===== config.mk =====
export PLATFORM = sky130hd
export DESIGN_NAME = reg_slice
export DESIGN_NICKNAME = d
export VERILOG_FILES = /design/src/rtl/reg_slice.sv
export SDC_FILE = /design/constraint.sdc
export NUM_CORES = 1
export LEC_CHECK = 0
export CAP_MARGIN = 5
export CORE_AREA = 4 4 41 43
export CTS_BUF_LIST = sky130_fd_sc_hd__clkbuf_4
export DETAILED_ROUTE_END_ITERATION = 10
export DIE_AREA = 0 0 45 47
export PLACE_DENSITY_LB_ADDON = 0.3
export SLEW_MARGIN = 20
export SYNTH_ARGS = -nofsm -noshare
export SYNTH_HDL_FRONTEND = slang
export SYNTH_SLANG_ARGS = --single-unit
export TNS_END_PERCENT = 50

===== constraint.sdc =====
create_clock -name clk -period 2 [get_ports clk]
set_input_delay 0.4 -clock clk [delete_from_list [all_inputs] [get_ports clk]]
set_output_delay 0.4 -clock clk [all_outputs]
set_load 0.05 [all_outputs]

===== src/rtl/reg_slice.sv =====
// reg_slice
//
// Registered valid/ready pipeline slice with a one-entry skid buffer. The
// data/valid pair toward the register-primitive stages comes straight from
// flops, and the backward ready is also a flop, so no combinational path
// crosses the slice in either direction. Sustains one transfer per cycle
// and never drops or duplicates data under backpressure.
//
// Parameters:
//   WIDTH        data width in bits (>= 1)
//   RESET_VALUE  value loaded into out_data and the skid register on reset
//
// Ports:
//   clk        in   clock, all state updates on posedge
//   reset_n    in   synchronous active-low reset, highest priority
//   in_valid   in   upstream data valid
//   in_ready   out  slice can accept (registered)
//   in_data    in   upstream data [WIDTH-1:0]
//   out_valid  out  out_data valid (registered)
//   out_ready  in   downstream accepts
//   out_data   out  registered data [WIDTH-1:0]
//   clear      in   synchronous flush (only when REG_SLICE_CLEAR_EN is defined)
//
// Build option:
//   REG_SLICE_CLEAR_EN  adds the clear port and its flush logic.

module reg_slice #(
    parameter int               WIDTH       = 4,
    parameter logic [WIDTH-1:0] RESET_VALUE = '0
) (
    input  logic             clk,
    input  logic             reset_n,
`ifdef REG_SLICE_CLEAR_EN
    input  logic             clear,
`endif
    input  logic             in_valid,
    output logic             in_ready,
    input  logic [WIDTH-1:0] in_data,
    output logic             out_valid,
    input  logic             out_ready,
    output logic [WIDTH-1:0] out_data
);

    typedef enum logic [1:0] {
        EMPTY = 2'd0,
        HALF  = 2'd1,
        FULL  = 2'd2
    } state_t;

    state_t           state;
    state_t           next_state;
    logic [WIDTH-1:0] main_data;
    logic [WIDTH-1:0] skid_data;

    logic             in_xfer;
    logic             out_xfer;
    logic             load_main_in;
    logic             load_main_skid;
    logic             load_skid;

    assign in_xfer  = in_valid & in_ready;
    assign out_xfer = out_valid & out_ready;
    assign out_data = main_data;

    // Next-state and register-load decode
    always_comb begin
        next_state     = state;
        load_main_in   = 1'b0;
        load_main_skid = 1'b0;
        load_skid      = 1'b0;

        case (state)
            EMPTY: begin
                if (in_xfer) begin
                    load_main_in = 1'b1;
                    next_state   = HALF;
                end
            end
            HALF: begin
                if (in_xfer && out_xfer) begin
                    load_main_in = 1'b1;
                end else if (in_xfer) begin
                    // Downstream stalled: park the new word in the skid.
                    load_skid  = 1'b1;
                    next_state = FULL;
                end else if (out_xfer) begin
                    next_state = EMPTY;
                end
            end
            FULL: begin
                // in_ready is low here, so only the drain side can move.
                if (out_xfer) begin
                    load_main_skid = 1'b1;
                    next_state     = HALF;
                end
            end
            default: begin
                next_state = EMPTY;
            end
        endcase

`ifdef REG_SLICE_CLEAR_EN
        // Flush drops both entries and any handshake on this edge; the data
        // registers keep their contents since they are never observed again.
        if (clear) begin
            next_state     = EMPTY;
            load_main_in   = 1'b0;
            load_main_skid = 1'b0;
            load_skid      = 1'b0;
        end
`endif
    end

    // Registered state, handshake outputs and data storage
    always_ff @(posedge clk) begin
        if (!reset_n) begin
            state     <= EMPTY;
            out_valid <= 1'b0;
            in_ready  <= 1'b0;
            main_data <= RESET_VALUE;
            skid_data <= RESET_VALUE;
        end else begin
            state     <= next_state;
            // Both handshake outputs are decoded from next_state so they are
            // true flops, aligned with the state they describe.
            out_valid <= (next_state != EMPTY);
            in_ready  <= (next_state != FULL);
            if (load_main_in) begin
                main_data <= in_data;
            end else if (load_main_skid) begin
                main_data <= skid_data;
            end
            if (load_skid) begin
                skid_data <= in_data;
            end
        end
    end

endmodule


==> qor.tcl, run 1 <==
set qor(insertion_delay_ns) 0.27
set qor(synthDominantCellAreaShare_pct) 43.1
set qor(cts_buffer_depth) 2
set qor(cts_setup_buffers) 0
set qor(rsz0062_at_grt) {no}
set qor(area_delta_synth_final_pct) 30.1
set qor(fin_crit_ns) 1.80
set qor(antenna_violating_nets_left) 0
set qor(timing_hold_violations_final) 0
set qor(yosys_warnings) 0
set qor(worstPathCellList) {clkdlybuf4s50_1}
set qor(worst_path_max_fanout) 2
set qor(clock_tree.root_cell) {clkbuf_4}
set qor(postPlaceCellArea_um2) 699
set qor(power_density_mw_per_mm2) 744
set qor(wl_met1_um) 521
set qor(cp_slowest_stage_delay_ns) 0.80
set qor(dr.first_iter.drc_count) 23
set qor(critical-path-slowest-cell) {clkdlybuf4s50_1}
set qor(skew_ns) 0.00231
set qor(crit_path_start_kind) {register}
set qor(period_share_pct) 90.0
set qor(crit_path_end_kind) {output pin}
set qor(crit_reg_reg_endpoint) {out_data[2]$_SDFFE_PN0P_}
set qor(pin_count_of_the_biggest_net_entering_global_routing) 13
set qor(cts.sink_count) 12
set qor(numPortBuffers) 13
set qor(maxCapViolCount) 0
set qor(grt_pass1_wl_um) 1980
set qor(worstRegToRegCells) 3
set qor(fmax_ghz) 0.556
set qor(fillCellCount) 122
set qor(totalWireLength_um) 1130
set qor(cp-startpoint) {out_data[1]$_SDFFE_PN0P_}
set qor(netlist_area_um2) 557
set qor(finished_layout_cell_area_um2) 724
set qor(groute.usage.overall_pct) 13.0
set qor(layout_net_count) 81
set qor(synth-edff-count) 0
set qor(hold_path_class) {register to register}
set qor(floorplan.initialDensity_pct) 42.8
set qor(syn-instance-count) 56
set qor(synthArstFlopShare_pct) 0
set qor(final.setup.tns_ns) 0
set qor(grt_pass1_vias) 467
set qor(count_of_pins_on_the_block_boundary) 14
set qor(crit_cells) 1
set qor(dp_hpwl_um) 821
set qor(reg2reg_from) {state[1]$_SDFF_PN0_}
set qor(worst_pin_slew_ns) 0.500
set qor(cp_required_ns) 1.60
set qor(cts_max_level) 1
set qor(antenna_violations_before_repair) 0
set qor(crit_arrival_ns) 1.40
set qor(category_of_the_critical_setup_timing_path) {register to output pin}
set qor(post_cts_hold_buffer_count) 0
set qor(routedWlPerCell_um) 13.2
set qor(antenna_cells) 0
set qor(synth_area_leaders) {dfxtp_1 (43%), mux2i_1 (7.2%), a21boi_1 (5.4%), o31ai_1 (5.4%), a21oi_1 (4.5%)}
set qor(multiInputGateArea_um2) 313
set qor(ff2ff_setup_slack_ns) 0.86
set qor(gp_congestion) 0.728
set qor(detail_route.drc_violations) 0
set qor(slew_headroom_pct) 66.6
set qor(timing_max_transition_violations_final) 0
set qor(synthesis.nets) 64
set qor(synth_sequential_area_ratio_pct) 43.1
set qor(worst_hold_slack_ns) 0.481
set qor(postSynth.topFlopCell) {dfxtp_1}
set qor(dieHeight_um) 47
set qor(dr.max_layer_used) {met4}
set qor(synth.most_common_cell) {dfxtp_1}
set qor(fin_total_pwr_uw) 539
set qor(clkTransAtPathRegs_ns) 0.07
set qor(detailroute.wirelength.met2_um) 512
set qor(tritoncts.num_buffers) 3
set qor(synth_cell_types) 21
set qor(cts_tree) {yes}
set qor(drive_gt1_share_pct) 12.7
set qor(synth_top_area_cell) {dfxtp_1}
set qor(first_pass_iters) 4
set qor(synth_common_cells) {dfxtp_1 (12), a21oi_1 (5), o21ai_0 (5)}
set qor(synth_area_per_cell_um2) 9.94
set qor(post_drt_via_cell_ratio) 5.56
set qor(critPathTopFamily) {buffers and inverters}
set qor(run_status) {completed}
set qor(fp-row-count) 13
set qor(dr_total_vias) 478
set qor(endpoint) {out_data[1]}
set qor(worst_case_vdd_ir_drop_mv) 0.604
set qor(seqCellArea_um2) 240
set qor(total_leakage_power_uw) 0.000303
set qor(grt_overflow) 0
set qor(timing.final.setup_violations) 0
set qor(final_core_utilization_pct) 55.7
set qor(core_area_mm2) 0.00130
set qor(met3RoutedLength_um) 89
set qor(worstPathBufferInverterCount) 1
set qor(die_area_mm2) 0.00212
set qor(dieWidth_um) 45
set qor(synth_seq_cells) 12
-- final cells by class --
| cell class | instances | share of cell area [%] |
|---|---|---|
| repair buffers | 13 | 18.0 |
| clock buffers | 3 | 3.11 |
| multi-input cells | 43 | 43.2 |
| well taps | 15 | 2.59 |
| flip-flops and latches | 12 | 33.2 |
-- registers in the layout (all words and copies together) (netlist names) --
register,flops
state,2
skid_data,4
in_ready,1
out_data,4
out_valid,1
-- report_power, final --
group,total (uW),switching [uW],internal (uW)
registers,268,14.1,254
clock network,145,75.0,69.7
logic,127,73.5,53.2
-- stage by stage --
stage / std cells / setup slack (ns)
2_1_floorplan: 56 / 0.638
3_3_place_gp: 83 / 0.368
5_1_grt: 86 / 0.137
3_5_place_dp: 83 / 0.356
4_1_cts: 86 / 0.0699
6_report: 86 / 0.200
-- kinds of logic after synthesis --
kind of cell	share of synthesized area (%)
AO/OA/AOI/OAI	27.6
AND/OR/NAND/NOR	21.3
flip-flops	43.1
multiplexers	7.19
buffers and inverters	0.674
-- timing repair --
item	in CTS	in global routing
setup endpoints to repair	0	1
endpoints found under the hold margin	0	0
resized for setup	0	1
-- cells in the final DEF, fill, tap and decap left out --
master           synthesis  final
mux2i_1                  4      4
and2_1                   1      1
a21boi_1                 4      4
buf_4                    0      1
clkbuf_4                 0      3
nand4_1                  1      1
nand4b_2                 1      1
o21ai_0                  5      5
a21oi_1                  5      5
dlymetal6s2s_1           0      1
nand3b_2                 1      1
o21a_1                   2      2
nor2b_1                  2      2
and3b_2                  1      1
nand3_1                  4      4
nand3b_1                 1      1
and4b_1                  1      1
a21bo_2                  1      1
clkdlybuf4s50_1          0     11
a21boi_4                 1      1
and4_1                   1      1
dfxtp_1                 12     12
o31ai_1                  4      4
nand2_1                  3      3
-- worst min path at each step --
stage / startpoint / to / slack (ns) / cells past startpoint
after floorplan: skid_data[0]$_SDFFE_PN0P_ / skid_data[0]$_SDFFE_PN0P_ / 0.45 / 2
after global placement: skid_data[0]$_SDFFE_PN0P_ / skid_data[0]$_SDFFE_PN0P_ / 0.46 / 2
after detailed placement: skid_data[0]$_SDFFE_PN0P_ / skid_data[0]$_SDFFE_PN0P_ / 0.47 / 2
after global routing: skid_data[3]$_SDFFE_PN0P_ / skid_data[3]$_SDFFE_PN0P_ / 0.52 / 2
after CTS: skid_data[0]$_SDFFE_PN0P_ / skid_data[0]$_SDFFE_PN0P_ / 0.48 / 2
final: skid_data[0]$_SDFFE_PN0P_ / skid_data[0]$_SDFFE_PN0P_ / 0.48 / 2
-- layer usage --
layer / global-route usage (%) / vias to the layer above
li1: - / 246
met1: 15.7 / 215
met2: 20.9 / 15
met3: 6.13 / 2
met4: 2.92 / 0
met5: 0 / -
(Power assumes the default switching activity.)
==> run 2, diff against run 1 <==
- HOLD_SLACK_MARGIN: unset -> 0.02
- SLEW_MARGIN: 20 -> 25
- clock period: 2 -> 1.9 ns (I/O delays scaled with it)
==> run 2 against run 1 <==
Against the previous run:
- sequential cell count unchanged
- highest routed layer unchanged
- total power is 6.7% higher
- clock skew is 0.0051 ns higher
==> qor.tcl, run 2 (synthesis gave the netlist of run 1 again) <==
set qor(postCtsResizedCells) 0 ;# unchanged
set qor(dr.first_iter.drc_count) 6 ;# -74%
set qor(maxCapViolCount) 0 ;# unchanged
set qor(post_cts_hold_buffer_count) 0 ;# unchanged
set qor(fmax_ghz) 0.554
set qor(worstPathCellList) {clkdlybuf4s50_1}
set qor(worstRegToRegCells) 3 ;# unchanged
set qor(gp_congestion) 0.731 ;# +0.41%
set qor(hold_path_class) {register to register}
set qor(layout_net_count) 81 ;# unchanged
set qor(grt_pass1_wl_um) 1810 ;# -8.4%
set qor(cp_required_ns) 1.52 ;# -0.08 ns
set qor(cts.sink_count) 12 ;# unchanged
set qor(timing_max_transition_violations_final) 0 ;# unchanged
set qor(antenna_violations_before_repair) 0 ;# unchanged
set qor(area_delta_synth_final_pct) 29.9
set qor(insertion_delay_ns) 0.28 ;# about the same
set qor(drive_gt1_share_pct) 13.9 ;# +1.2 points
set qor(critPathTopFamily) {buffers and inverters}
set qor(reg2reg_from) {state[1]$_SDFF_PN0_}
set qor(crit_path_start_kind) {register}
set qor(final_core_utilization_pct) 55.6 ;# -0.096 points
set qor(fin_crit_ns) 1.80
set qor(core_area_mm2) 0.00130 ;# unchanged
set qor(rsz0062_at_grt) {no}
set qor(timing.final.setup_violations) 0 ;# unchanged
set qor(cts_setup_buffers) 0 ;# unchanged
set qor(clkTransAtPathRegs_ns) 0.08 ;# about the same
set qor(crit_path_end_kind) {output pin}
set qor(routedWlPerCell_um) 13.1 ;# about the same
set qor(fp-row-count) 13 ;# unchanged
set qor(mostFrequentLayoutCell) {dfxtp_1}
set qor(total_leakage_power_uw) 0.000295 ;# -2.4%
set qor(slew_headroom_pct) 66.4 ;# -0.17 points
set qor(crit_arrival_ns) 1.42 ;# +0.02 ns
set qor(crit_cells) 1 ;# unchanged
set qor(cts_tree) {yes}
set qor(min_delay_path_depth) 2 ;# unchanged
set qor(cts_buffer_depth) 2 ;# unchanged
set qor(min_from) {skid_data[1]$_SDFFE_PN0P_}
set qor(power_density_mw_per_mm2) 796 ;# +6.9%
set qor(fin_total_pwr_uw) 575 ;# +6.7%
set qor(postPlaceCellArea_um2) 697 ;# -0.36%
set qor(dieHeight_um) 47 ;# unchanged
set qor(worstPathBufferInverterCount) 1 ;# unchanged
set qor(fillCellCount) 137 ;# +12%
set qor(antenna_violating_nets_left) 0 ;# unchanged
set qor(grt_overflow) 0 ;# unchanged
set qor(groute.usage.overall_pct) 12.4 ;# -0.57 points
set qor(mostFrequentLayoutCells) {dfxtp_1 (12), clkdlybuf4s50_1 (11), a21oi_1 (5), o21ai_0 (5)}
set qor(grt_pass1_vias) 423 ;# -9.4%
set qor(cp-startpoint) {out_data[1]$_SDFFE_PN0P_}
set qor(detail_route.drc_violations) 0 ;# unchanged
set qor(run_status) {completed}
set qor(period_share_pct) 94.9
set qor(cts_max_level) 1 ;# unchanged
set qor(dp_hpwl_um) 874 ;# +6.5%
set qor(seqCellArea_um2) 240 ;# unchanged
set qor(first_pass_iters) 4 ;# unchanged
set qor(finished_layout_cell_area_um2) 723 ;# -0.17%
set qor(clock_tree.root_cell) {clkbuf_4}
set qor(cp_slowest_stage_delay_ns) 0.81 ;# about the same
set qor(critical-path-slowest-cell) {clkdlybuf4s50_1}
set qor(worst_case_vdd_ir_drop_mv) 0.505 ;# -16%
set qor(setup_slack_ns) 0.0963 ;# -0.104 ns
set qor(final.setup.tns_ns) 0 ;# unchanged
set qor(timing_hold_violations_final) 0 ;# unchanged
set qor(numPortBuffers) 13 ;# unchanged
set qor(floorplan.initialDensity_pct) 42.8 ;# unchanged
set qor(dr_total_vias) 497 ;# +4.0%
set qor(die_area_mm2) 0.00212 ;# unchanged
set qor(dieWidth_um) 45 ;# unchanged
set qor(worst_pin_slew_ns) 0.502 ;# +0.00180 ns
set qor(category_of_the_critical_setup_timing_path) {register to output pin}
set qor(dp_slack_ns) 0.279 ;# -0.0766 ns
set qor(worst_path_max_fanout) 2 ;# unchanged
set qor(totalWireLength_um) 1140 ;# +1.1%
set qor(post_drt_via_cell_ratio) 5.71 ;# +2.8%
set qor(tritoncts.num_buffers) 3 ;# unchanged
set qor(multiInputGateArea_um2) 313 ;# unchanged
set qor(skew_ns) 0.00738 ;# +0.00507 ns
set qor(pin_count_of_the_biggest_net_entering_global_routing) 13 ;# unchanged
set qor(antenna_cells) 0 ;# unchanged
set qor(count_of_pins_on_the_block_boundary) 14 ;# unchanged
==> run 2: cell types whose count changed in the layout (fill, tap and decap cells not counted), sizes merged <==
cell          change
buf               +1
dlymetal6s2s      -1
clkinv            +1
==> run 2: area by class of cell <==
type / instances / area share, %
clock inverter: 1 / 0.519
sequential: 12 / 33.2
tap: 15 / 2.60
multi-input combinational: 43 / 43.3
timing repair buffer: 13 / 17.3
clock buffer: 3 / 3.11
==> run 2: per-layer routing <==
metal | GRT usage [%] | wire length (um)
met5 | 0 | 0
met3 | 5.75 | 91
met2 | 18.9 | 519
met4 | 7.02 | 23
met1 | 14.3 | 510
==> run 2: final timing paths <==
path / end / slack [ns]
worst max-delay path: out_data[1] / 0.1
worst max register to register: out_data[0]$_SDFFE_PN0P_ / 0.78
worst min register to register: skid_data[1]$_SDFFE_PN0P_ / 0.49
worst min-delay path: skid_data[1]$_SDFFE_PN0P_ / 0.49
==> run 2: metrics by stage <==
stage	cells	hold slack, ns
after floorplan	56	0.452
after global placement	83	0.461
after detailed placement	83	0.485
after CTS	87	0.496
after global routing	87	0.519
final	87	0.491
==> run 2: where the power goes <==
part           leakage [uW]  switching (uW)  internal (uW)
combinational      0.000182            76.4           55.5
sequential        0.0000983            15.5            267
clock             0.0000154            84.7           76.2
total              0.000295             177            399
